`config.mk`:
```
export PLATFORM = sky130hd
export DESIGN_NAME = mem_access_unit_flat
export DESIGN_NICKNAME = d
export VERILOG_FILES = /design/src/rtl/mem_acc_pkg.sv /design/src/rtl/mem_acc_if.sv /design/src/rtl/acc_timer.sv /design/src/rtl/mem_access_unit.sv /design/src/flat_wrapper.sv
export SDC_FILE = /design/constraint.sdc
export NUM_CORES = 1
export LEC_CHECK = 0
export ABC_AREA = 0
export BUFFER_PORTS_ARGS = -buffer_cell sky130_fd_sc_hd__buf_2
export CAP_MARGIN = 20
export CORE_MARGIN = 4
export CORE_UTILIZATION = 50
export CTS_CLUSTER_SIZE = 8
export DETAILED_ROUTE_END_ITERATION = 8
export HOLD_SLACK_MARGIN = 0.05
export PLACE_DENSITY = 0.92
export SKIP_CTS_REPAIR_TIMING = 1
export SLEW_MARGIN = 10
export SYNTH_ARGS = -nofsm -noshare
export SYNTH_HDL_FRONTEND = slang
export SYNTH_SLANG_ARGS = --single-unit
```
`constraint.sdc`:
```
create_clock -name clk -period 3.56 [get_ports clk]
set_clock_uncertainty 0.15 [all_clocks]
set_input_delay 0.178 -clock clk [delete_from_list [all_inputs] [get_ports clk]]
set_output_delay 0.178 -clock clk [all_outputs]
set_load 0.01 [all_outputs]
```
`src/rtl/mem_acc_pkg.sv`:
```
// Shared types and sizing for the memory access unit.
//   acc_state_t : access FSM states
//   TIMEOUT_DEF : default abort limit in REQ+WAIT_RSP cycles
//   TIMER_W     : timer width for the default limit
package mem_acc_pkg;

  typedef enum logic [1:0] {
    IDLE     = 2'd0,
    REQ      = 2'd1,
    WAIT_RSP = 2'd2,
    DONE     = 2'd3
  } acc_state_t;

  // Counter width able to hold 0 .. n-1 (at least one bit).
  function automatic int unsigned tmr_width(input int unsigned n);
    return (n > 1) ? $clog2(n) : 1;
  endfunction

  localparam int unsigned TIMEOUT_DEF = 16;
  localparam int unsigned TIMER_W     = tmr_width(TIMEOUT_DEF);

endpackage

```
`src/rtl/mem_acc_if.sv`:
```
// Controller-side and memory-side signals of the memory access unit.
//   master : the access unit (drives acc_stall/acc_rdata/acc_err and mem_*)
//   slave  : the environment (controller drives acc_*, memory drives gnt/rvalid/rdata)
interface mem_acc_if #(
  parameter int unsigned AW = 32,
  parameter int unsigned DW = 32
);

  logic          acc_req;
  logic          acc_we;
  logic [AW-1:0] acc_addr;
  logic [DW-1:0] acc_wdata;
  logic          acc_stall;
  logic [DW-1:0] acc_rdata;
  logic          acc_err;

  logic          mem_req;
  logic          mem_we;
  logic [AW-1:0] mem_addr;
  logic [DW-1:0] mem_wdata;
  logic          mem_gnt;
  logic          mem_rvalid;
  logic [DW-1:0] mem_rdata;

  modport master (
    input  acc_req, acc_we, acc_addr, acc_wdata,
    output acc_stall, acc_rdata, acc_err,
    output mem_req, mem_we, mem_addr, mem_wdata,
    input  mem_gnt, mem_rvalid, mem_rdata
  );

  modport slave (
    output acc_req, acc_we, acc_addr, acc_wdata,
    input  acc_stall, acc_rdata, acc_err,
    input  mem_req, mem_we, mem_addr, mem_wdata,
    output mem_gnt, mem_rvalid, mem_rdata
  );

endinterface

```
`src/rtl/acc_timer.sv`:
```
// Access timeout counter.
//   clk, rst_n : clock, async active-low reset
//   clr_i      : restart count at 0 (wins over en_i)
//   en_i       : advance count by one
//   expire_o   : count has reached LIMIT-1 (registered)
module acc_timer #(
  parameter int unsigned W     = 4,
  parameter int unsigned LIMIT = 16
) (
  input  logic clk,
  input  logic rst_n,
  input  logic clr_i,
  input  logic en_i,
  output logic expire_o
);

  logic [W-1:0] cnt_q, cnt_d;
  logic         expire_q, expire_d;

  // Next count; expire is precomputed from it so the flag tracks cnt_q exactly.
  always_comb begin
    cnt_d = cnt_q;
    if (clr_i) begin
      cnt_d = '0;
    end else if (en_i) begin
      cnt_d = cnt_q + W'(1);
    end
    expire_d = (cnt_d == W'(LIMIT - 1));
  end

  always_ff @(posedge clk or negedge rst_n) begin
    if (!rst_n) begin
      cnt_q    <= '0;
      expire_q <= (LIMIT <= 1);
    end else begin
      cnt_q    <= cnt_d;
      expire_q <= expire_d;
    end
  end

  assign expire_o = expire_q;

endmodule

```
`src/rtl/mem_access_unit.sv`:
```
// Memory access unit: turns one controller access (fetch/load/store) into a
// grant/response transaction on a variable-latency shared memory, stalling
// the controller until the access completes.
//   clk, reset : clock, async active-low reset
//   bus        : controller side (acc_req/we/addr/wdata in; acc_stall/rdata/err out)
//                memory side (mem_req/we/addr/wdata out; mem_gnt/rvalid/rdata in)
module mem_access_unit
  import mem_acc_pkg::*;
#(
  parameter int unsigned AW      = 32,
  parameter int unsigned DW      = 32,
  parameter int unsigned TIMEOUT = TIMEOUT_DEF
) (
  input  logic         clk,
  input  logic         reset,
  mem_acc_if.master    bus
);

  localparam int unsigned TW = tmr_width(TIMEOUT);

  acc_state_t    state_q, state_d;
  logic          mem_req_q, mem_req_d;
  logic          mem_we_q, mem_we_d;
  logic [AW-1:0] mem_addr_q, mem_addr_d;
  logic [DW-1:0] mem_wdata_q, mem_wdata_d;
  logic [DW-1:0] acc_rdata_q, acc_rdata_d;
  logic          acc_err_q, acc_err_d;

  logic          tmr_clr;
  logic          tmr_en;
  logic          tmr_exp;

  // Counts cycles spent in REQ and WAIT_RSP for the abort check.
  acc_timer #(
    .W     (TW),
    .LIMIT (TIMEOUT)
  ) u_timer (
    .clk      (clk),
    .rst_n    (reset),
    .clr_i    (tmr_clr),
    .en_i     (tmr_en),
    .expire_o (tmr_exp)
  );

  assign tmr_en = (state_q == REQ) || (state_q == WAIT_RSP);

  // Next-state and register updates; a grant or rvalid always beats expiry.
  always_comb begin
    state_d     = state_q;
    mem_req_d   = mem_req_q;
    mem_we_d    = mem_we_q;
    mem_addr_d  = mem_addr_q;
    mem_wdata_d = mem_wdata_q;
    acc_rdata_d = acc_rdata_q;
    acc_err_d   = acc_err_q;
    tmr_clr     = 1'b0;

    case (state_q)
      IDLE: begin
        if (bus.acc_req) begin
          mem_addr_d  = bus.acc_addr;
          mem_wdata_d = bus.acc_wdata;
          mem_we_d    = bus.acc_we;
          acc_err_d   = 1'b0;
          if (bus.acc_addr[1:0] != 2'b00) begin
            acc_err_d = 1'b1;
            state_d   = DONE;
          end else begin
            mem_req_d = 1'b1;
            tmr_clr   = 1'b1;
            state_d   = REQ;
          end
        end
      end

      REQ: begin
        if (bus.mem_gnt) begin
          mem_req_d = 1'b0;
          state_d   = mem_we_q ? DONE : WAIT_RSP;
        end else if (tmr_exp) begin
          mem_req_d = 1'b0;
          acc_err_d = 1'b1;
          state_d   = DONE;
        end
      end

      WAIT_RSP: begin
        if (bus.mem_rvalid) begin
          acc_rdata_d = bus.mem_rdata;
          state_d     = DONE;
        end else if (tmr_exp) begin
          acc_err_d = 1'b1;
          state_d   = DONE;
        end
      end

      DONE: begin
        state_d = IDLE;
      end

      default: begin
        state_d = IDLE;
      end
    endcase
  end

  always_ff @(posedge clk or negedge reset) begin
    if (!reset) begin
      state_q     <= IDLE;
      mem_req_q   <= 1'b0;
      mem_we_q    <= 1'b0;
      mem_addr_q  <= '0;
      mem_wdata_q <= '0;
      acc_rdata_q <= '0;
      acc_err_q   <= 1'b0;
    end else begin
      state_q     <= state_d;
      mem_req_q   <= mem_req_d;
      mem_we_q    <= mem_we_d;
      mem_addr_q  <= mem_addr_d;
      mem_wdata_q <= mem_wdata_d;
      acc_rdata_q <= acc_rdata_d;
      acc_err_q   <= acc_err_d;
    end
  end

  // Stall is combinational so the controller holds in the cycle it requests.
  assign bus.acc_stall = bus.acc_req && (state_q != DONE);
  assign bus.acc_rdata = acc_rdata_q;
  assign bus.acc_err   = acc_err_q;
  assign bus.mem_req   = mem_req_q;
  assign bus.mem_we    = mem_we_q;
  assign bus.mem_addr  = mem_addr_q;
  assign bus.mem_wdata = mem_wdata_q;

endmodule

```
`src/flat_wrapper.sv`:
```
// flat-port wrapper written by rule: the top's interface ports become plain ports
module mem_access_unit_flat import mem_acc_pkg::*;
#(
  parameter int unsigned AW      = 32,
  parameter int unsigned DW      = 32,
  parameter int unsigned TIMEOUT = TIMEOUT_DEF
)
  (clk, reset, bus_acc_req, bus_acc_we, bus_acc_addr, bus_acc_wdata, bus_acc_stall, bus_acc_rdata, bus_acc_err, bus_mem_req, bus_mem_we, bus_mem_addr, bus_mem_wdata, bus_mem_gnt, bus_mem_rvalid, bus_mem_rdata);
  mem_acc_if #(.AW(AW), .DW(DW)) bus_i ();
  input  logic clk;
  input  logic reset;
  input wire logic [$bits(bus_i.acc_req)-1:0] bus_acc_req;
  input wire logic [$bits(bus_i.acc_we)-1:0] bus_acc_we;
  input wire logic [$bits(bus_i.acc_addr)-1:0] bus_acc_addr;
  input wire logic [$bits(bus_i.acc_wdata)-1:0] bus_acc_wdata;
  output wire logic [$bits(bus_i.acc_stall)-1:0] bus_acc_stall;
  output wire logic [$bits(bus_i.acc_rdata)-1:0] bus_acc_rdata;
  output wire logic [$bits(bus_i.acc_err)-1:0] bus_acc_err;
  output wire logic [$bits(bus_i.mem_req)-1:0] bus_mem_req;
  output wire logic [$bits(bus_i.mem_we)-1:0] bus_mem_we;
  output wire logic [$bits(bus_i.mem_addr)-1:0] bus_mem_addr;
  output wire logic [$bits(bus_i.mem_wdata)-1:0] bus_mem_wdata;
  input wire logic [$bits(bus_i.mem_gnt)-1:0] bus_mem_gnt;
  input wire logic [$bits(bus_i.mem_rvalid)-1:0] bus_mem_rvalid;
  input wire logic [$bits(bus_i.mem_rdata)-1:0] bus_mem_rdata;
  assign bus_i.acc_req = bus_acc_req;
  assign bus_i.acc_we = bus_acc_we;
  assign bus_i.acc_addr = bus_acc_addr;
  assign bus_i.acc_wdata = bus_acc_wdata;
  assign bus_acc_stall = bus_i.acc_stall;
  assign bus_acc_rdata = bus_i.acc_rdata;
  assign bus_acc_err = bus_i.acc_err;
  assign bus_mem_req = bus_i.mem_req;
  assign bus_mem_we = bus_i.mem_we;
  assign bus_mem_addr = bus_i.mem_addr;
  assign bus_mem_wdata = bus_i.mem_wdata;
  assign bus_i.mem_gnt = bus_mem_gnt;
  assign bus_i.mem_rvalid = bus_mem_rvalid;
  assign bus_i.mem_rdata = bus_mem_rdata;
  mem_access_unit #(.AW(AW), .DW(DW), .TIMEOUT(TIMEOUT)) u_core (.clk(clk), .reset(reset), .bus(bus_i));
endmodule
```
==> results of run 1 <==
flip-flops by register name, summed over array words and instances (netlist names):
signal and flops:
u_core.bus.acc_rdata 32, u_core.bus.mem_addr 32, u_core.bus.mem_wdata 32, u_core.u_timer.cnt_q 4
u_core.state_q 2, u_core.bus.acc_err 1, u_core.bus.mem_req 1, u_core.bus.mem_we 1
u_core.u_timer.expire_o 1
layout by cell type (no fill, tap or decap), types with 3 or more instances in the layout:
cell type	instances
buf_2	200
dfrtp_1	106
dlygate4sd3_1	98
mux2_4	55
mux2_2	42
clkbuf_8	10
nor2_1	6
ha_1	6
inv_1	5
nor2b_1	3
a21oi_1	3
nor3_1	3
power groups by stage:
| stage | clock network [mW] | registers (mW) | logic, mW |
|---|---|---|---|
| after detailed placement | 0 | 2.19 | 2.51 |
| after global placement | 0 | 2.15 | 2.41 |
| after CTS | 0.725 | 2.18 | 2.52 |
| after floorplan | 0 | 2.43 | 1.37 |
| after global routing | 0.776 | 2.28 | 2.83 |
| final | 0.707 | 2.23 | 2.65 |
kinds of logic after synthesis:
family | Yosys count
AOI/OAI and AO/OA | 14
xor gates and xnor gates | 3
adders and majority gates | 6
buffers and inverters | 17
DFF | 106
muxes | 97
and+or+nand+nor | 23
tightest hold or removal path: cells and delay by family:
kind	cells	cell delay, ps
AO/OA/AOI/OAI	2	210
buffers and inverters	1	110
stage by stage:
stage               cell area [um2]  setup WS (ps)  total power [mW]  util [%]
floorplan                      4440           1880              3.80         -
finish                         6680           1220              5.58      77.0
global placement               5510           1380              4.55      63.5
CTS                            5700           1270              5.42      65.7
detailed placement             5510           1300              4.71      63.5
global route                   6680           1160              5.89      77.0
routing by layer:
layer	vias to the layer above	wire length (um)	part of all wire [%]	GRT usage [%]
li1	1533	-	-	-
met1	1706	4760	36	22.3
met2	171	7340	55	33.8
met3	31	917	6.9	5.12
met4	0	328	2.5	6.76
met5	-	0	0	0
worst paths after layout:
| kind | to | slack, ps | from | depth (start not counted) |
|---|---|---|---|---|
| setup / recovery | u_core.bus.mem_wdata[2]$_DFFE_PN0P_ | 1220 | u_core.state_q[1]$_DFFE_PN0P_ | 5 |
| hold / removal | u_core.bus.mem_req$_DFFE_PN0P_ | 30 | bus_mem_gnt | 3 |
| setup reg to reg | u_core.bus.mem_wdata[2]$_DFFE_PN0P_ | 1220 | u_core.state_q[1]$_DFFE_PN0P_ | 5 |
| hold reg to reg | u_core.bus.mem_addr[12]$_DFFE_PN0P_ | 370 | u_core.bus.mem_addr[12]$_DFFE_PN0P_ | 1 |
| max in group asynchronous | u_core.u_timer.expire_o$_DFF_PN0_ | 2290 | reset | 3 |
| min in group asynchronous | u_core.bus.mem_wdata[10]$_DFFE_PN0P_ | 230 | reset | 2 |
area by class of cell:
type / count / area (um2)
inverter: 5 / 18.8
clock buffer: 10 / 138
tap: 108 / 135
timing repair buffer: 302 / 2040
multi-input combinational: 143 / 1650
sequential: 106 / 2650
fill: 507 / 2000
clock inverter: 6 / 48.8
==> summary.txt, run 1 <==
Die
  • Die W: ~100 um
  • Starting Density: about half
  • IO Pins: 202
  • Die H: 102 um
  • Die area: 0.0105 mm2
  • Core ar.: 0.00868 mm2
  • # rows: 34

Clock network
  • H-tree depth: 3
  • Clock buffer count from CTS: 9
  • Maximum clock insertion buffer count: 2
  • CTS tree: built
  • Root Driver: clkbuf_8
  • Clock slew at reported path FFs: around 110 ps
  • Clock sinks: approximately 110
  • Skew-Pair Late Insertion Delay: about 360 ps

Power
  • Max VDD drop: 0.000467 V
  • Leakage: about 3.4 nW
  • Sw Ratio: between 30% and 40%
  • Sw power: between 2 and 2.5 mW
  • Sequential power share: 39.9%
  • Internal power: between 3 and 4 mW
  • Clock power frac: ~13%
  • Combinational share of power: between 40% and 50%
  • PwrDens: roughly 830 mW/mm2

Synthesis
  • Mux contribution to synthesized area: 29.2%
  • Synth Area in XOR/XNOR: 0.591%
  • FF+latch count, synth: 106
  • Average cell area after synthesis: approximately 17 um2
  • Largest family of logic cells by synthesized area: multiplexers
  • Count leader, synth: dfrtp_1
  • Synth Instances: between 200 and 300
  • Ys Warns: 0
  • Area share of the largest cell type after synthesis: about three fifths
  • Top_reg_cell synth: dfrtp_1
  • Post-synth ARST share: 100%
  • Syn_nets: about 370
  • Cells taking the most area after synthesis: dfrtp_1 60%, mux2_4 19%, mux2_2 11%
  • Post-synth EDFFs: 0
  • Simple-gate area share of the yosys netlist: 2.98%
  • Seq/Total Area, Yosys: between 50% and 60%
  • Adder-Cell Fraction of Synth Area: under 10%
  • Post-synthesis compound-gate area fraction: roughly 2.5%
  • Synth top cells by count: 106 x dfrtp_1, 55 x mux2_4, 42 x mux2_2
  • Largest area contributor in the netlist: dfrtp_1
  • Post-synth cell types: 31
  • Mapped Area: about 0.0044 mm2

Timing
  • Setup TNS: 0 ps
  • Endpoints failing hold: 0
  • Final period util: between 60% and 70%
  • Worst-Margin Slew: 827 ps
  • RSZ-0062 raised after global routing: false
  • Fin crit period: between 2000 and 2500 ps
  • Fmax: approximately 430 MHz
  • Worst hold margin: ~30 ps
  • Final setup fails: 0
  • Final Max Slew Viols: 0
  • Worst relative slew slack: ~45%

Global route
  • First-pass GRT wire length: 15500 um
  • Vias in the first global route: between 3000 and 4000
  • Initial antenna violation count: 0
  • GRT Resource Usage Total: approximately a fifth
  • Largest net degree at the start of global routing: 55
  • GRT overflow: 0

Setup path
  • Crit-path max cell delay: 610 ps
  • Worst path bufs/invs: 2
  • CP startpoint kind: flop
  • Top delay family on crit path: simple AND/OR/NAND/NOR gates
  • Critical path, cell by cell: inv_1 -> ha_1 -> nand2_4 -> buf_12 -> mux2_4
  • Setup crit end kind: flop
  • WS Path Type: flop to flop
  • CP Data Required Time: ~3700 ps
  • WP data arrival: approximately 2400 ps
  • Slowest library cell on the worst path: nand2_4
  • CP max FO: 47

Placed design
  • Port Buffers: roughly 200
  • Dpl cells: 566
  • RD Place Congestion: between 0.7 and 0.8
  • Post-DP HPWL: slightly below 8000 um

Detailed routing
  • Remaining DRCs: 0
  • Initial DRT Pass Iterations: 4
  • DR iter-0 viols: approximately 110
  • Routed wire per std cell: 19.6 um
  • Vias per cell: slightly above 5
  • Final WL: about 13000 um
  • Vias: around 3400
  • Post-DRT Antenna Nets: 0

Cells and area
  • Layout Cells excl Fill: 680
  • Layout cell share with drive strength beyond 1: 56.3%
  • Layout area overhead: 50.3%
  • Antenna Cells: 0
  • Layout Nets: just under 700

Job
  • Max-capacitance violation count: 0

Status
  • Status: complete, no violations

Min path
  • Hold crit path type: input pin to flop
Note: power is estimated with default switching activity, not from simulation.
==> run 2, diff against run 1 <==
--- a/config.mk
+++ b/config.mk
@@ -9,11 +9,11 @@
 export BUFFER_PORTS_ARGS = -buffer_cell sky130_fd_sc_hd__buf_2
 export CAP_MARGIN = 20
 export CORE_MARGIN = 4
-export CORE_UTILIZATION = 50
+export CORE_UTILIZATION = 42
 export CTS_CLUSTER_SIZE = 8
 export DETAILED_ROUTE_END_ITERATION = 8
 export HOLD_SLACK_MARGIN = 0.05
-export PLACE_DENSITY = 0.92
+export PLACE_DENSITY = 0.84
 export SKIP_CTS_REPAIR_TIMING = 1
 export SLEW_MARGIN = 10
 export SYNTH_ARGS = -nofsm -noshare
==> constraint.sdc (replaced) <==
create_clock -name clk -period 1.9 [get_ports clk]
set_clock_uncertainty 0.15 [all_clocks]
set_input_delay 0.095 -clock clk [delete_from_list [all_inputs] [get_ports clk]]
set_output_delay 0.095 -clock clk [all_outputs]
set_load 0.01 [all_outputs]
==> summary.txt, run 2 (synthesis gave the netlist of run 1 again) <==
Status
  • Status: complete, no violations

Detailed routing
  • Final WL: between 10000 and 15000 um
  • Routed wire per std cell: 17.6 um
  • Remaining DRCs: 0
  • Post-DRT Antenna Nets: 0
  • Vias: roughly 3400
  • DR iter-0 viols: ~150
  • Initial DRT Pass Iterations: 4
  • Vias per cell: about 4.7

Global route
  • M3 GR Usage: roughly 4.4%
  • Vias in the first global route: around 3300
  • Largest net degree at the start of global routing: 62
  • GRT overflow: 0
  • Initial antenna violation count: 1
  • First-pass GRT wire length: around 17000 um
  • Met2 usage: 30.2%
  • GRT Resource Usage Total: between 15 and 20%
  • GR Util met1: around a fifth
  • Busiest layer in global routing: met2

Setup path
  • Slowest library cell on the worst path: dfrtp_2
  • R2r worst-path depth: 5
  • WS Path Type: flop to flop
  • CP startpoint kind: flop
  • Worst path bufs/invs: 1
  • Worst r2r dst: u_core.u_timer.expire_o$_DFF_PN0_
  • WP data arrival: 1940 ps
  • Reg-to-Reg Start: u_core.state_q[1]$_DFFE_PN0P_
  • Critical path, cell by cell: inv_1 -> ha_2 -> nor2b_1 -> o21ai_1 -> a2111oi_1
  • Setup crit end kind: flop
  • CP Data Required Time: just under 2000 ps
  • Crit-path max cell delay: around 450 ps
  • Worst reg-to-reg setup slack: 60 ps
  • CP max FO: 9
  • Top delay family on crit path: flip-flops

Die
  • Die W: approximately 110 um
  • # rows: 37
  • Die area: 0.0123 mm2
  • Core ar.: just over 0.01 mm2
  • Starting Density: a little over two fifths
  • IO Pins: just over 200
  • Die H: about 110 um

Power
  • Leakage: 3.50 nW
  • Total Power: between 10 and 15 mW
  • Max VDD drop: between 0.0009 and 0.001 V
  • PwrDens: around 1600 mW/mm2

Cells and area
  • Post-route cell area: 0.00691 mm2
  • Layout Nets: 686
  • Most frequent cells in the layout: 200 x buf_2, 105 x dfrtp_1, 99 x dlygate4sd3_1
  • Layout area overhead: 55.4%
  • Most common cell after layout, fill and taps aside: buf_2
  • Layout cell share with drive strength beyond 1: between 50% and 60%
  • Layout Cells excl Fill: 720
  • Final core utilization: between 60 and 70%

Placed design
  • DP Area: between 0.005 and 0.006 mm2
  • Port Buffers: between 200 and 250
  • RD Place Congestion: ~0.84
  • Dpl cells: ~600
  • Post-DP HPWL: 7950 um
  • Pre-CTS setup slack: roughly 4.7 ps

Clock network
  • CTS tree: built
  • Root Driver: clkbuf_8
  • H-tree depth: 3
  • Clock buffer count from CTS: 9
  • Maximum clock insertion buffer count: 2
  • Clock sinks: about 110
  • Skew-Pair Late Insertion Delay: around 360 ps
  • Clock slew at reported path FFs: about 100 ps

Timing
  • RSZ-0062 raised after global routing: false
  • Final Max Slew Viols: 0
  • Worst relative slew slack: between 70% and 80%
  • Final setup fails: 0
  • Fin crit period: roughly 1800 ps
  • Fmax: about 540 MHz
  • Post-route setup slack: ~57 ps
  • Endpoints failing hold: 0
  • Final period util: between 90% and 100%
  • Worst-Margin Slew: around 380 ps

Min path
  • Hold crit path type: input pin to async pin

Job
  • Max-capacitance violation count: 0
==> run 2: cell count changes in the layout (fill, tap and decap cells not counted), sizes merged, moves of 2 or more <==
cell / delta
clkinvlp: -2
buf: +9
inv: -2
clkbuf: +2
bufinv: +3
==> run 2: how the worst max path moves through the flow <==
stage | depth (start not counted) | slack [ps] | to | from
after floorplan | 6 | 220 | u_core.bus.acc_rdata[10]$_DFFE_PN0P_ | u_core.state_q[0]$_DFFE_PN0P_
after global placement | 5 | 130 | u_core.bus.mem_wdata[11]$_DFFE_PN0P_ | u_core.state_q[1]$_DFFE_PN0P_
after detailed placement | 5 | 5 | u_core.u_timer.expire_o$_DFF_PN0_ | u_core.state_q[1]$_DFFE_PN0P_
after CTS | 5 | -30 | u_core.u_timer.expire_o$_DFF_PN0_ | u_core.state_q[1]$_DFFE_PN0P_
after global routing | 5 | 0.4 | u_core.state_q[1]$_DFFE_PN0P_ | u_core.state_q[1]$_DFFE_PN0P_
final | 5 | 60 | u_core.u_timer.expire_o$_DFF_PN0_ | u_core.state_q[1]$_DFFE_PN0P_
==> run 2: where the power goes <==
group          internal (mW)  total [mW]  switching, mW
combinational           2.84        5.06           2.23
sequential              3.42        4.08          0.664
clock                  0.943        1.69          0.743
==> run 2: metrics by stage <==
step,setup TNS (ps),hold WS [ps]
after floorplan,0,-351
after detailed placement,0,-108
after CTS,-30.9,-523
after global placement,0,-116
after global routing,0,89.5
final,0,81.5
==> run 2: worst register-to-register path: stages (launching register included) <==
cell,delay [ps]
dfrtp_2,450
inv_1,120
ha_2,360
nor2b_1,210
o21ai_1,100
a2111oi_1,350
==> run 2: area by class of cell <==
| class | count | area [um2] |
|---|---|---|
| well taps | 136 | 170 |
| repair buffers | 313 | 2150 |
| diodes | 1 | 2.50 |
| inverters | 5 | 18.8 |
| multi-input cells | 143 | 1660 |
| fillers | 711 | 3420 |
| flip-flops and latches | 106 | 2650 |
| clock inverters | 5 | 100 |
| clock buffers | 11 | 151 |
==> run 2: metal layers <==
metal	vias up	wire, um	share of wire [%]
met1	1671	4960	39
met4	0	267	2.1
met5	-	0	0
met2	137	6730	53
li1	1562	-	-
met3	23	705	5.6
